===== src/rtl/hazard_unit_nlane_if.sv =====
// Issue/forwarding/flush bundle between the pipeline and hazard_unit_nlane.
// Lane-indexed fields are packed with lane 0 in the least-significant slice.
interface hazard_unit_nlane_if #(
  parameter int unsigned LANES = 2,
  parameter int unsigned REG_W = 5,
  parameter int unsigned FW_W  = $clog2(3 * LANES + 1)
);
  logic [LANES-1:0]       iss_valid;
  logic [LANES*REG_W-1:0] iss_rs1;
  logic [LANES*REG_W-1:0] iss_rs2;
  logic [LANES*REG_W-1:0] iss_rd;
  logic [LANES-1:0]       iss_we;
  logic [LANES-1:0]       iss_load;
  logic [LANES-1:0]       iss_store;
  logic [LANES-1:0]       iss_branch;
  logic [LANES*REG_W-1:0] ex_rd;
  logic [LANES*REG_W-1:0] mem_rd;
  logic [LANES*REG_W-1:0] wb_rd;
  logic [LANES-1:0]       ex_we;
  logic [LANES-1:0]       mem_we;
  logic [LANES-1:0]       wb_we;
  logic                   br_mispredict;
  logic [LANES-1:0]       iss_grant;
  logic [LANES*FW_W-1:0]  fwd_rs1;
  logic [LANES*FW_W-1:0]  fwd_rs2;
  logic                   stall_fetch;
  logic                   stall_dec;
  logic                   flush_dec;
  logic                   flush_iss;
  logic [31:0]            stall_count;

  modport master (
    output iss_valid, iss_rs1, iss_rs2, iss_rd, iss_we, iss_load, iss_store, iss_branch,
    output ex_rd, mem_rd, wb_rd, ex_we, mem_we, wb_we, br_mispredict,
    input  iss_grant, fwd_rs1, fwd_rs2, stall_fetch, stall_dec, flush_dec, flush_iss,
    input  stall_count
  );

  modport slave (
    input  iss_valid, iss_rs1, iss_rs2, iss_rd, iss_we, iss_load, iss_store, iss_branch,
    input  ex_rd, mem_rd, wb_rd, ex_we, mem_we, wb_we, br_mispredict,
    output iss_grant, fwd_rs1, fwd_rs2, stall_fetch, stall_dec, flush_dec, flush_iss,
    output stall_count
  );
endinterface


===== src/rtl/hazard_unit_nlane.sv =====
// N-lane in-order issue control: program-order grants, operand forwarding selects,
// load-use scoreboard, mispredict flush sequencing and a saturating stall counter.
module hazard_unit_nlane #(
  parameter int unsigned LANES        = 2,
  parameter int unsigned REG_W        = 5,
  parameter int unsigned MEM_PORTS    = 1,
  parameter int unsigned BR_UNITS     = 1,
  parameter int unsigned LOAD_USE     = 1,
  parameter int unsigned FLUSH_CYCLES = 2,
  parameter int unsigned FW_W         = $clog2(3 * LANES + 1)
) (
  input logic clk,
  input logic rst,
  hazard_unit_nlane_if.slave bus
);
  localparam int unsigned NREGS = 1 << REG_W;
  localparam int unsigned SB_W  = $clog2(LOAD_USE + 2);
  localparam int unsigned FC_W  = $clog2(FLUSH_CYCLES + 1);

  typedef enum logic [0:0] {StIdle, StFlush} state_e;

  state_e                state_q;
  logic [FC_W-1:0]       fc_q;
  logic [SB_W-1:0]       sb_q [NREGS];
  logic [31:0]           stall_count_q;
  logic [NREGS-1:0]      sb_set;
  logic [LANES-1:0]      grant;
  logic                  flush;
  logic                  stall;
  logic [LANES*REG_W-1:0] st_rd [3];
  logic [LANES-1:0]       st_we [3];

  assign st_rd[0] = bus.ex_rd;
  assign st_rd[1] = bus.mem_rd;
  assign st_rd[2] = bus.wb_rd;
  assign st_we[0] = bus.ex_we;
  assign st_we[1] = bus.mem_we;
  assign st_we[2] = bus.wb_we;

  // Scan oldest stage/lowest lane first so the last match (Ex, youngest lane) wins.
  function automatic logic [FW_W-1:0] fwd_sel(input logic [REG_W-1:0] rs);
    logic [FW_W-1:0] sel;
    sel = '0;
    if (rs != '0) begin
      for (int s = 2; s >= 0; s--) begin
        for (int p = 0; p < int'(LANES); p++) begin
          if (st_we[s][p] && st_rd[s][p*REG_W +: REG_W] == rs) begin
            sel = FW_W'(1 + s * int'(LANES) + p);
          end
        end
      end
    end
    return sel;
  endfunction

  always_comb begin
    for (int l = 0; l < int'(LANES); l++) begin
      bus.fwd_rs1[l*FW_W +: FW_W] = fwd_sel(bus.iss_rs1[l*REG_W +: REG_W]);
      bus.fwd_rs2[l*FW_W +: FW_W] = fwd_sel(bus.iss_rs2[l*REG_W +: REG_W]);
    end
  end

  assign flush = (state_q == StFlush) || bus.br_mispredict;

  always_comb begin
    logic              ok;
    logic              raw;
    logic              sb_busy;
    logic [REG_W-1:0]  rs1;
    logic [REG_W-1:0]  rs2;
    logic [REG_W-1:0]  rdj;
    int unsigned       mem_cnt;
    int unsigned       br_cnt;
    grant   = '0;
    ok      = (state_q == StIdle) && !flush;
    raw     = 1'b0;
    sb_busy = 1'b0;
    rs1     = '0;
    rs2     = '0;
    rdj     = '0;
    mem_cnt = 0;
    br_cnt  = 0;
    for (int i = 0; i < int'(LANES); i++) begin
      rs1 = bus.iss_rs1[i*REG_W +: REG_W];
      rs2 = bus.iss_rs2[i*REG_W +: REG_W];
      if (bus.iss_load[i] || bus.iss_store[i]) mem_cnt++;
      if (bus.iss_branch[i]) br_cnt++;
      raw = 1'b0;
      for (int j = 0; j < i; j++) begin
        rdj = bus.iss_rd[j*REG_W +: REG_W];
        if (bus.iss_we[j] && rdj != '0 && (rdj == rs1 || rdj == rs2)) raw = 1'b1;
      end
      sb_busy = (rs1 != '0 && sb_q[rs1] != '0) || (rs2 != '0 && sb_q[rs2] != '0);
      ok = ok && bus.iss_valid[i] && !raw && !sb_busy &&
           (mem_cnt <= MEM_PORTS) && (br_cnt <= BR_UNITS);
      grant[i] = ok;
    end
  end

  assign stall = (state_q == StIdle) && !flush && ((bus.iss_valid & ~grant) != '0);

  always_comb begin
    sb_set = '0;
    for (int i = 0; i < int'(LANES); i++) begin
      if (grant[i] && bus.iss_load[i] && bus.iss_we[i] &&
          bus.iss_rd[i*REG_W +: REG_W] != '0) begin
        sb_set[bus.iss_rd[i*REG_W +: REG_W]] = 1'b1;
      end
    end
  end

  always_ff @(posedge clk) begin
    if (rst) begin
      state_q <= StIdle;
      fc_q    <= '0;
    end else begin
      unique case (state_q)
        StIdle: begin
          if (bus.br_mispredict) begin
            state_q <= StFlush;
            fc_q    <= FC_W'(FLUSH_CYCLES - 1);
          end
        end
        StFlush: begin
          if (bus.br_mispredict) begin
            fc_q <= FC_W'(FLUSH_CYCLES - 1);
          end else if (fc_q == '0) begin
            state_q <= StIdle;
          end else begin
            fc_q <= fc_q - 1'b1;
          end
        end
        default: state_q <= StIdle;
      endcase
    end
  end

  // Register 0 is never set, so its counter stays at its reset value.
  always_ff @(posedge clk) begin
    if (rst) begin
      for (int r = 0; r < int'(NREGS); r++) sb_q[r] <= '0;
    end else begin
      for (int r = 1; r < int'(NREGS); r++) begin
        if (sb_set[r]) begin
          sb_q[r] <= SB_W'(LOAD_USE + 1);
        end else if (sb_q[r] != '0) begin
          sb_q[r] <= sb_q[r] - 1'b1;
        end
      end
    end
  end

  always_ff @(posedge clk) begin
    if (rst) begin
      stall_count_q <= '0;
    end else if (stall && stall_count_q != 32'hFFFF_FFFF) begin
      stall_count_q <= stall_count_q + 32'd1;
    end
  end

  assign bus.iss_grant   = grant;
  assign bus.stall_fetch = stall;
  assign bus.stall_dec   = stall;
  assign bus.flush_dec   = flush;
  assign bus.flush_iss   = flush;
  assign bus.stall_count = stall_count_q;
endmodule


===== src/flat_wrapper.sv =====
// flat-port wrapper written by rule: the top's interface ports become plain ports
module hazard_unit_nlane_flat 
#(
  parameter int unsigned LANES        = 2,
  parameter int unsigned REG_W        = 5,
  parameter int unsigned MEM_PORTS    = 1,
  parameter int unsigned BR_UNITS     = 1,
  parameter int unsigned LOAD_USE     = 1,
  parameter int unsigned FLUSH_CYCLES = 2,
  parameter int unsigned FW_W         = $clog2(3 * LANES + 1)
)
  (clk, rst, bus_iss_valid, bus_iss_rs1, bus_iss_rs2, bus_iss_rd, bus_iss_we, bus_iss_load, bus_iss_store, bus_iss_branch, bus_ex_rd, bus_mem_rd, bus_wb_rd, bus_ex_we, bus_mem_we, bus_wb_we, bus_br_mispredict, bus_iss_grant, bus_fwd_rs1, bus_fwd_rs2, bus_stall_fetch, bus_stall_dec, bus_flush_dec, bus_flush_iss, bus_stall_count);
  hazard_unit_nlane_if #(.LANES(LANES), .REG_W(REG_W), .FW_W(FW_W)) bus_i ();
  input logic clk;
  input logic rst;
  input wire logic [$bits(bus_i.iss_valid)-1:0] bus_iss_valid;
  input wire logic [$bits(bus_i.iss_rs1)-1:0] bus_iss_rs1;
  input wire logic [$bits(bus_i.iss_rs2)-1:0] bus_iss_rs2;
  input wire logic [$bits(bus_i.iss_rd)-1:0] bus_iss_rd;
  input wire logic [$bits(bus_i.iss_we)-1:0] bus_iss_we;
  input wire logic [$bits(bus_i.iss_load)-1:0] bus_iss_load;
  input wire logic [$bits(bus_i.iss_store)-1:0] bus_iss_store;
  input wire logic [$bits(bus_i.iss_branch)-1:0] bus_iss_branch;
  input wire logic [$bits(bus_i.ex_rd)-1:0] bus_ex_rd;
  input wire logic [$bits(bus_i.mem_rd)-1:0] bus_mem_rd;
  input wire logic [$bits(bus_i.wb_rd)-1:0] bus_wb_rd;
  input wire logic [$bits(bus_i.ex_we)-1:0] bus_ex_we;
  input wire logic [$bits(bus_i.mem_we)-1:0] bus_mem_we;
  input wire logic [$bits(bus_i.wb_we)-1:0] bus_wb_we;
  input wire logic [$bits(bus_i.br_mispredict)-1:0] bus_br_mispredict;
  output wire logic [$bits(bus_i.iss_grant)-1:0] bus_iss_grant;
  output wire logic [$bits(bus_i.fwd_rs1)-1:0] bus_fwd_rs1;
  output wire logic [$bits(bus_i.fwd_rs2)-1:0] bus_fwd_rs2;
  output wire logic [$bits(bus_i.stall_fetch)-1:0] bus_stall_fetch;
  output wire logic [$bits(bus_i.stall_dec)-1:0] bus_stall_dec;
  output wire logic [$bits(bus_i.flush_dec)-1:0] bus_flush_dec;
  output wire logic [$bits(bus_i.flush_iss)-1:0] bus_flush_iss;
  output wire logic [$bits(bus_i.stall_count)-1:0] bus_stall_count;
  assign bus_i.iss_valid = bus_iss_valid;
  assign bus_i.iss_rs1 = bus_iss_rs1;
  assign bus_i.iss_rs2 = bus_iss_rs2;
  assign bus_i.iss_rd = bus_iss_rd;
  assign bus_i.iss_we = bus_iss_we;
  assign bus_i.iss_load = bus_iss_load;
  assign bus_i.iss_store = bus_iss_store;
  assign bus_i.iss_branch = bus_iss_branch;
  assign bus_i.ex_rd = bus_ex_rd;
  assign bus_i.mem_rd = bus_mem_rd;
  assign bus_i.wb_rd = bus_wb_rd;
  assign bus_i.ex_we = bus_ex_we;
  assign bus_i.mem_we = bus_mem_we;
  assign bus_i.wb_we = bus_wb_we;
  assign bus_i.br_mispredict = bus_br_mispredict;
  assign bus_iss_grant = bus_i.iss_grant;
  assign bus_fwd_rs1 = bus_i.fwd_rs1;
  assign bus_fwd_rs2 = bus_i.fwd_rs2;
  assign bus_stall_fetch = bus_i.stall_fetch;
  assign bus_stall_dec = bus_i.stall_dec;
  assign bus_flush_dec = bus_i.flush_dec;
  assign bus_flush_iss = bus_i.flush_iss;
  assign bus_stall_count = bus_i.stall_count;
  hazard_unit_nlane #(.LANES(LANES), .REG_W(REG_W), .MEM_PORTS(MEM_PORTS), .BR_UNITS(BR_UNITS), .LOAD_USE(LOAD_USE), .FLUSH_CYCLES(FLUSH_CYCLES), .FW_W(FW_W)) u_core (.clk(clk), .rst(rst), .bus(bus_i));
endmodule

===== config.mk =====
export PLATFORM = sky130hd
export DESIGN_NAME = hazard_unit_nlane_flat
export DESIGN_NICKNAME = d
export VERILOG_FILES = /design/src/rtl/hazard_unit_nlane_if.sv /design/src/rtl/hazard_unit_nlane.sv /design/src/flat_wrapper.sv
export SDC_FILE = /design/constraint.sdc
export NUM_CORES = 1
export LEC_CHECK = 0
export ABC_CLOCK_PERIOD_IN_PS = 4600
export CAP_MARGIN = 30
export CELL_PAD_IN_SITES_DETAIL_PLACEMENT = 1
export CELL_PAD_IN_SITES_GLOBAL_PLACEMENT = 1
export CORE_ASPECT_RATIO = 2
export CORE_UTILIZATION = 42
export DETAILED_ROUTE_END_ITERATION = 8
export GPL_TIMING_DRIVEN = 0
export MAX_ROUTING_LAYER = met4
export PLACE_DENSITY_LB_ADDON = 0.1
export SKIP_CTS_REPAIR_TIMING = 1
export SLEW_MARGIN = 10
export SYNTH_ARGS = -nofsm -noshare
export SYNTH_HDL_FRONTEND = slang
export SYNTH_SLANG_ARGS = --single-unit

===== constraint.sdc =====
create_clock -name clk -period 4.6 [get_ports clk]
set_clock_uncertainty 0.2 [all_clocks]
set_input_delay 0.92 -clock clk [delete_from_list [all_inputs] [get_ports clk]]
set_output_delay 0.92 -clock clk [all_outputs]
set_load 0.01 [all_outputs]

==> results_dict.tcl, run 1 <==
set metrics [dict create \
    synth_edf_count 62 \
    drive_gt1_share_pct 12.4 \
    ys_warn_count 0 \
    crit_type "input port to output port" \
    finalSetupViolCount 1 \
    antenna_found_initial 0 \
    dr.pass1.iters 5 \
    final_antenna_net_count 0 \
    clock_latency_ns 0.37 \
    clock_sinks 97 \
    synthFlopType "edfxtp_1" \
    syn_area_um2 9300 \
    r2r_end "u_core.sb_q[29][0]" \
    fmax_mhz 210 \
    p_int_uw 2590 \
    netlist_top_cells_count "124 x nor2_1, 99 x xor2_1, 91 x inv_1" \
    worstPathRequired_ns 3.48 \
    p_seq_share_pct 35.2 \
    rows 76 \
    finalMaxSlewViolations 0 \
    synthTopCellsByArea "edfxtp_1 20%, xor2_1 9.3%, dfxtp_1 7.5%, nor2_1 5.0%, ha_1 4.4%" \
    io_buffers 116 \
    ys_seq_area_share_pct 27.6 \
    hp-start "u_core.fc_q[1]" \
    yosys.cell_types.count 75 \
    p_sw_share_pct 41.9 \
    drc 0 \
    r2r_cells 9 \
    cts_buffer_depth 2 \
    die_x_um 107 \
    clockPowerShare_pct 16.1 \
    syn_to_final_growth_pct 24.1 \
    violations "negative setup slack" \
    synth-adder-area-share_pct 4.44 \
    synthSimpleGateAreaFrac_pct 28.5 \
    crit_path_end_kind "output port" \
    pwr-share-comb_pct 48.7 \
    worstSetupStartpointType "input port" \
    rsz0062_at_grt "true" \
    grt_remaining_overflow 0 \
    drt_iter0_markers 554 \
    cts_tree "built" \
    first_global_vias 10300 \
    synth_top_cell_by_area "edfxtp_1" \
    r2r_start "u_core.sb_q[6][0]" \
    grt_pass1_wl_mm 60.2 \
    holdPathStages 2 \
    slew_headroom_pct 36.7 \
    core_area_um2 21600 \
    ys_ff_latch 97 \
    grt_usage_pct 37.7 \
    synth_top_area_share_pct 20.0 \
    min_period_ns 4.77 \
    hold_slack_ns 0.306 \
    ff2ff_setup_slack_ns 0.39 \
    netSwitchingPower_uw 1870 \
    async_flop_share_pct 0 \
    synth.avg_cell_area_um2 8.19 \
    critical_path_arrival_ns 3.65 \
    hold_viol_final 0 \
    gp_congestion 0.994 \
    die_h_um 212 \
    diodes 0 \
    setup_slack_ns -0.172 \
    whs_endpoint "u_core.fc_q[1]" \
    vias 9708 \
    hp-class "register to register" \
    cts_made_buffers 9 \
    synthMuxAreaShare_pct 5.85 \
    synth_cells 1136 \
    start_util_pct 43.1 \
    io_pins 129 \
    total_power_uw 4450 \
    dpl_worst_slack_ns -1.28 \
    h-tree-depth 3 \
    ctsRootBufferMaster "clkbuf_16" \
    yosysMostFrequentCell "nor2_1" \
    clk_pin_slew_worst_paths_ns 0.06 \
    dp_hpwl_mm 32.3 \
    status "finished with violations" \
    tightest_slew_ns 0.947 \
    wl_mm 41.0 \
    powerDensity_nw_per_um2 386 \
    p_leak_uw 0.00449 \
    synth_top_family_by_area "simple AND/OR/NAND/NOR gates" \
    viasPerCell 6.25 \
    drv_cap 0 \
    synth_xor_area_share_pct 13.0 \
    die_area_um2 22800 \
    wire_per_inst_um 26.4 \
    nets 1387 \
    path_max_fanout 10 \
    fin_crit_sh_pct 104 \
    peakVddDrop_v 0.000230 \
    synth_nets 1248 \
    synth-compound-area-share_pct 13.6 \
    grt_max_degree 16 \
]
-- layout by cell type (no fill, tap or decap), drive strengths merged, types with 7 or more instances in the layout --
cell type      synthesis  layout
nor2b                 22      22
buf                   35      45
xor2                  99      99
or3                    7       7
dfxtp                 35      35
a22oi                 10      10
nor2                 125     125
nand3                 53      53
a21oi                 48      48
a2111oi                8       8
a31oi                  9       9
mux4                  14      14
mux2                  15      15
a211oi                13      13
inv                   97      97
o21ai                 33      33
clkbuf                27      42
edfxtp                62      62
nand2b                12      12
nand2                 55      55
or2                   10      10
and3                  46      46
and4                  10      10
nor3b                 22      22
nand4                 18      18
dlymetal6s2s           0      12
xnor2                 39      39
a41oi                 10      10
clkdlybuf4s50          0     102
nor3                  54      54
nor4                  29      29
nor4b                  8       8
ha                    33      33
-- metal layers --
metal  wire (um)  GRT usage [%]  vias up
met5           0              -        -
met4        4360           36.7        0
met3        1690           6.96      207
met2       21900           68.3      396
met1       13000           31.0     4715
li1            -              -     4390
-- registers in the layout (all words and copies together), names as in the netlist --
register,flops
u_core.fc_q,2
u_core.bus.stall_count,32
u_core.sb_q,62
u_core.state_q,1
-- final cells by class --
class                      count  area, um^2
clock inverter                 5        32.5
clock buffer                  11         233
timing repair buffer         128        1270
tap                          273         342
buffer                        62         414
inverter                      97         369
sequential                    97        2560
fill                        2588       10000
multi-input combinational    880        6320
-- stage by stage --
| step | TNS, ns | instances | instance area, um^2 | util, % |
|---|---|---|---|---|
| after CTS | -72.31 | 1542 | 11100 | 51.3 |
| after detailed placement | -127.42 | 1526 | 10800 | 50.1 |
| after global routing | -0.259 | 1553 | 11500 | 53.4 |
| after floorplan | 0 | 1136 | 9300 | - |
| after global placement | -119.06 | 1525 | 10800 | 50.0 |
| final | -0.172 | 1553 | 11500 | 53.4 |
-- kinds of logic (layout without fill, tap and decap cells) --
| group | count (synthesis) | in the layout |
|---|---|---|
| fa+ha+maj | 33 | 33 |
| buf+inv | 159 | 303 |
| simple gates | 492 | 492 |
| xor+xnor | 138 | 138 |
| compound gates | 182 | 182 |
| flops | 97 | 97 |
| mux | 35 | 35 |
-- worst max-delay path, stage by stage --
cell	delay [ns]
clkdlybuf4s50_1	0.55
buf_4	0.23
xnor2_1	0.15
nand2_1	0.09
o22ai_2	0.15
a31o_2	0.25
a211oi_2	0.06
buf_4	0.17
a21bo_2	0.28
a21oi_2	0.16
buf_4	0.12
clkdlybuf4s50_1	0.52
-- how the worst max path moves through the flow --
stage	start	end	slack, ns	cells after the start
2_1_floorplan	bus_iss_rs2[5]	bus_stall_fetch	0.61	8
3_3_place_gp	bus_iss_rs2[1]	bus_stall_fetch	-1.29	10
3_5_place_dp	bus_iss_rs2[1]	bus_stall_fetch	-1.28	10
4_1_cts	bus_iss_rs2[1]	bus_stall_fetch	-1.30	10
5_1_grt	bus_iss_rs2[1]	bus_stall_fetch	-0.21	12
6_report	bus_iss_rd[3]	bus_stall_fetch	-0.17	12
-- power groups by stage --
stage	Combinational [uW]	Sequential, uW	Clock [uW]
6_report	2170	1570	716
3_5_place_dp	2020	1570	0
3_3_place_gp	1930	1560	0
5_1_grt	2370	1610	744
4_1_cts	2040	1560	722
2_1_floorplan	1380	1490	0
(Power assumes the default switching activity.)
==> run 2, diff against run 1 <==
Settings changed: ABC_CLOCK_PERIOD_IN_PS 4600 to 5600, CAP_MARGIN 30 to default, CORE_UTILIZATION 42 to 45.
Clock period 4.6 ns to 5.6 ns, I/O delays scaled along.
==> results_dict.tcl, run 2 (synthesis gave the netlist of run 1 again) <==
set metrics [dict create \
    hp-start "u_core.fc_q[1]" \
    first_global_vias 10200 \
    die_x_um 104 \
    min_period_ns 5.60 \
    worstSetupStartpointType "input port" \
    largest_reg_flops 62 \
    h-tree-depth 3 \
    fmax_mhz 178 \
    drt_iter0_markers 479 \
    cts_buffer_depth 2 \
    status "finished with violations" \
    drv_cap 0 \
    clock_sinks 97 \
    start_util_pct 45.7 \
    rows 74 \
    fin_crit_sh_pct 100 \
    fin_util_pct 55.3 \
    antenna_found_initial 1 \
    clock_latency_ns 0.37 \
    cts_tree "built" \
    mostFrequentLayoutCell "nor2_1" \
    r2r_cells 11 \
    worstPathRequired_ns 4.28 \
    crit_path_end_kind "output port" \
    grt_pass1_wl_mm 58.6 \
    powerDensity_nw_per_um2 323 \
    rsz0062_at_grt "true" \
    grt_remaining_overflow 0 \
    core_area_um2 20400 \
    grt_usage_pct 38.5 \
    hp-class "register to register" \
    crit_type "input port to output port" \
    holdPathStages 2 \
    io_buffers 116 \
    io_pins 129 \
    p_leak_uw 0.00430 \
    peakVddDrop_v 0.000201 \
    dr.pass1.iters 5 \
    critical_path_arrival_ns 4.28 \
    syn_to_final_growth_pct 21.1 \
    clk_pin_slew_worst_paths_ns 0.07 \
    nets 1378 \
    path_max_fanout 11 \
    ctsRootBufferMaster "clkbuf_16" \
    vias 9655 \
    violations "negative setup slack" \
    tightest_slew_ns 1.20 \
    finalSetupViolCount 1 \
    hold_slack_ns 0.304 \
    drive_gt1_share_pct 9.52 \
    cp-startpoint "bus_iss_rs2[2]" \
    r2r_start "u_core.sb_q[6][0]" \
    hold_viol_final 0 \
    wire_per_inst_um 25.9 \
    grt_max_degree 17 \
    slew_headroom_pct 19.6 \
    viasPerCell 6.28 \
    design_area_um2 11300 \
    die_area_um2 21300 \
    setup_slack_ns -0.00407 \
    total_power_uw 3630 \
    top_register "u_core.sb_q" \
    gp_congestion 1.02 \
    wl_mm 39.9 \
    placed_area_um2 10800 \
    dp_hpwl_mm 32.3 \
    final_antenna_net_count 0 \
    cts_made_buffers 9 \
    finalMaxSlewViolations 0 \
    layout_common_cells "124 x nor2_1, 112 x clkdlybuf4s50_1, 99 x xor2_1" \
    drc 0 \
    die_h_um 205 \
]
## run 2: cell count changes in the layout (fill, tap and decap cells not counted), sizes merged
cell | previous run | this run
clkbuf | 42 | 45
clkdlybuf4s50 | 102 | 112
buf | 45 | 32
clkinv | 3 | 1
dlymetal6s2s | 12 | 4
diode | 0 | 1
inv | 97 | 98
## run 2: path summary, 6_finish.rpt
path | slack, ns | to
hold / removal | 0.30 | u_core.fc_q[1]
hold reg to reg | 0.30 | u_core.fc_q[1]
setup / recovery | -0.004 | bus_stall_fetch
setup reg to reg | 1.04 | u_core.sb_q[5][1]
## run 2: layout make-up
type,count,area (um^2)
repair buffers,119,1190
inverters,97,368
clock inverters,4,25.0
diodes,1,2.50
plain buffers,62,340
clock buffers,12,258
well taps,266,333
fillers,2466,9110
multi-input cells,880,6180
flip-flops and latches,97,2560
## run 2: per-layer routing
layer | global-route usage [%] | wire length (um)
met1 | 30.3 | 12300
met2 | 71.5 | 21100
met3 | 6.65 | 1860
met4 | 40.4 | 4630
met5 | - | 0
## run 2: critical path, stage by stage
cell and delay (ns):
clkdlybuf4s50_1 0.61, buf_6 0.22, or2_2 0.25, a211oi_1 0.09
o31ai_2 0.46, a32oi_2 0.16, buf_4 0.19, nand2b_2 0.26
a21oi_1 0.24, buf_4 0.14, clkdlybuf4s50_1 0.52
## run 2: power by group
part / internal, uW / total, uW / switching [uW]
logic: 725 / 1730 / 1000
clock network: 329 / 622 / 294
registers: 1080 / 1280 / 205
## run 2: per-stage QoR
stage,cells,setup TNS [ns],setup WS (ns)
after floorplan,1136,0,1.21
after global placement,1518,-18.44,-0.785
after detailed placement,1518,-22.45,-0.790
after CTS,1534,-6.09,-0.814
after global routing,1538,-0.0272,-0.0272
final,1538,-0.00407,-0.00407
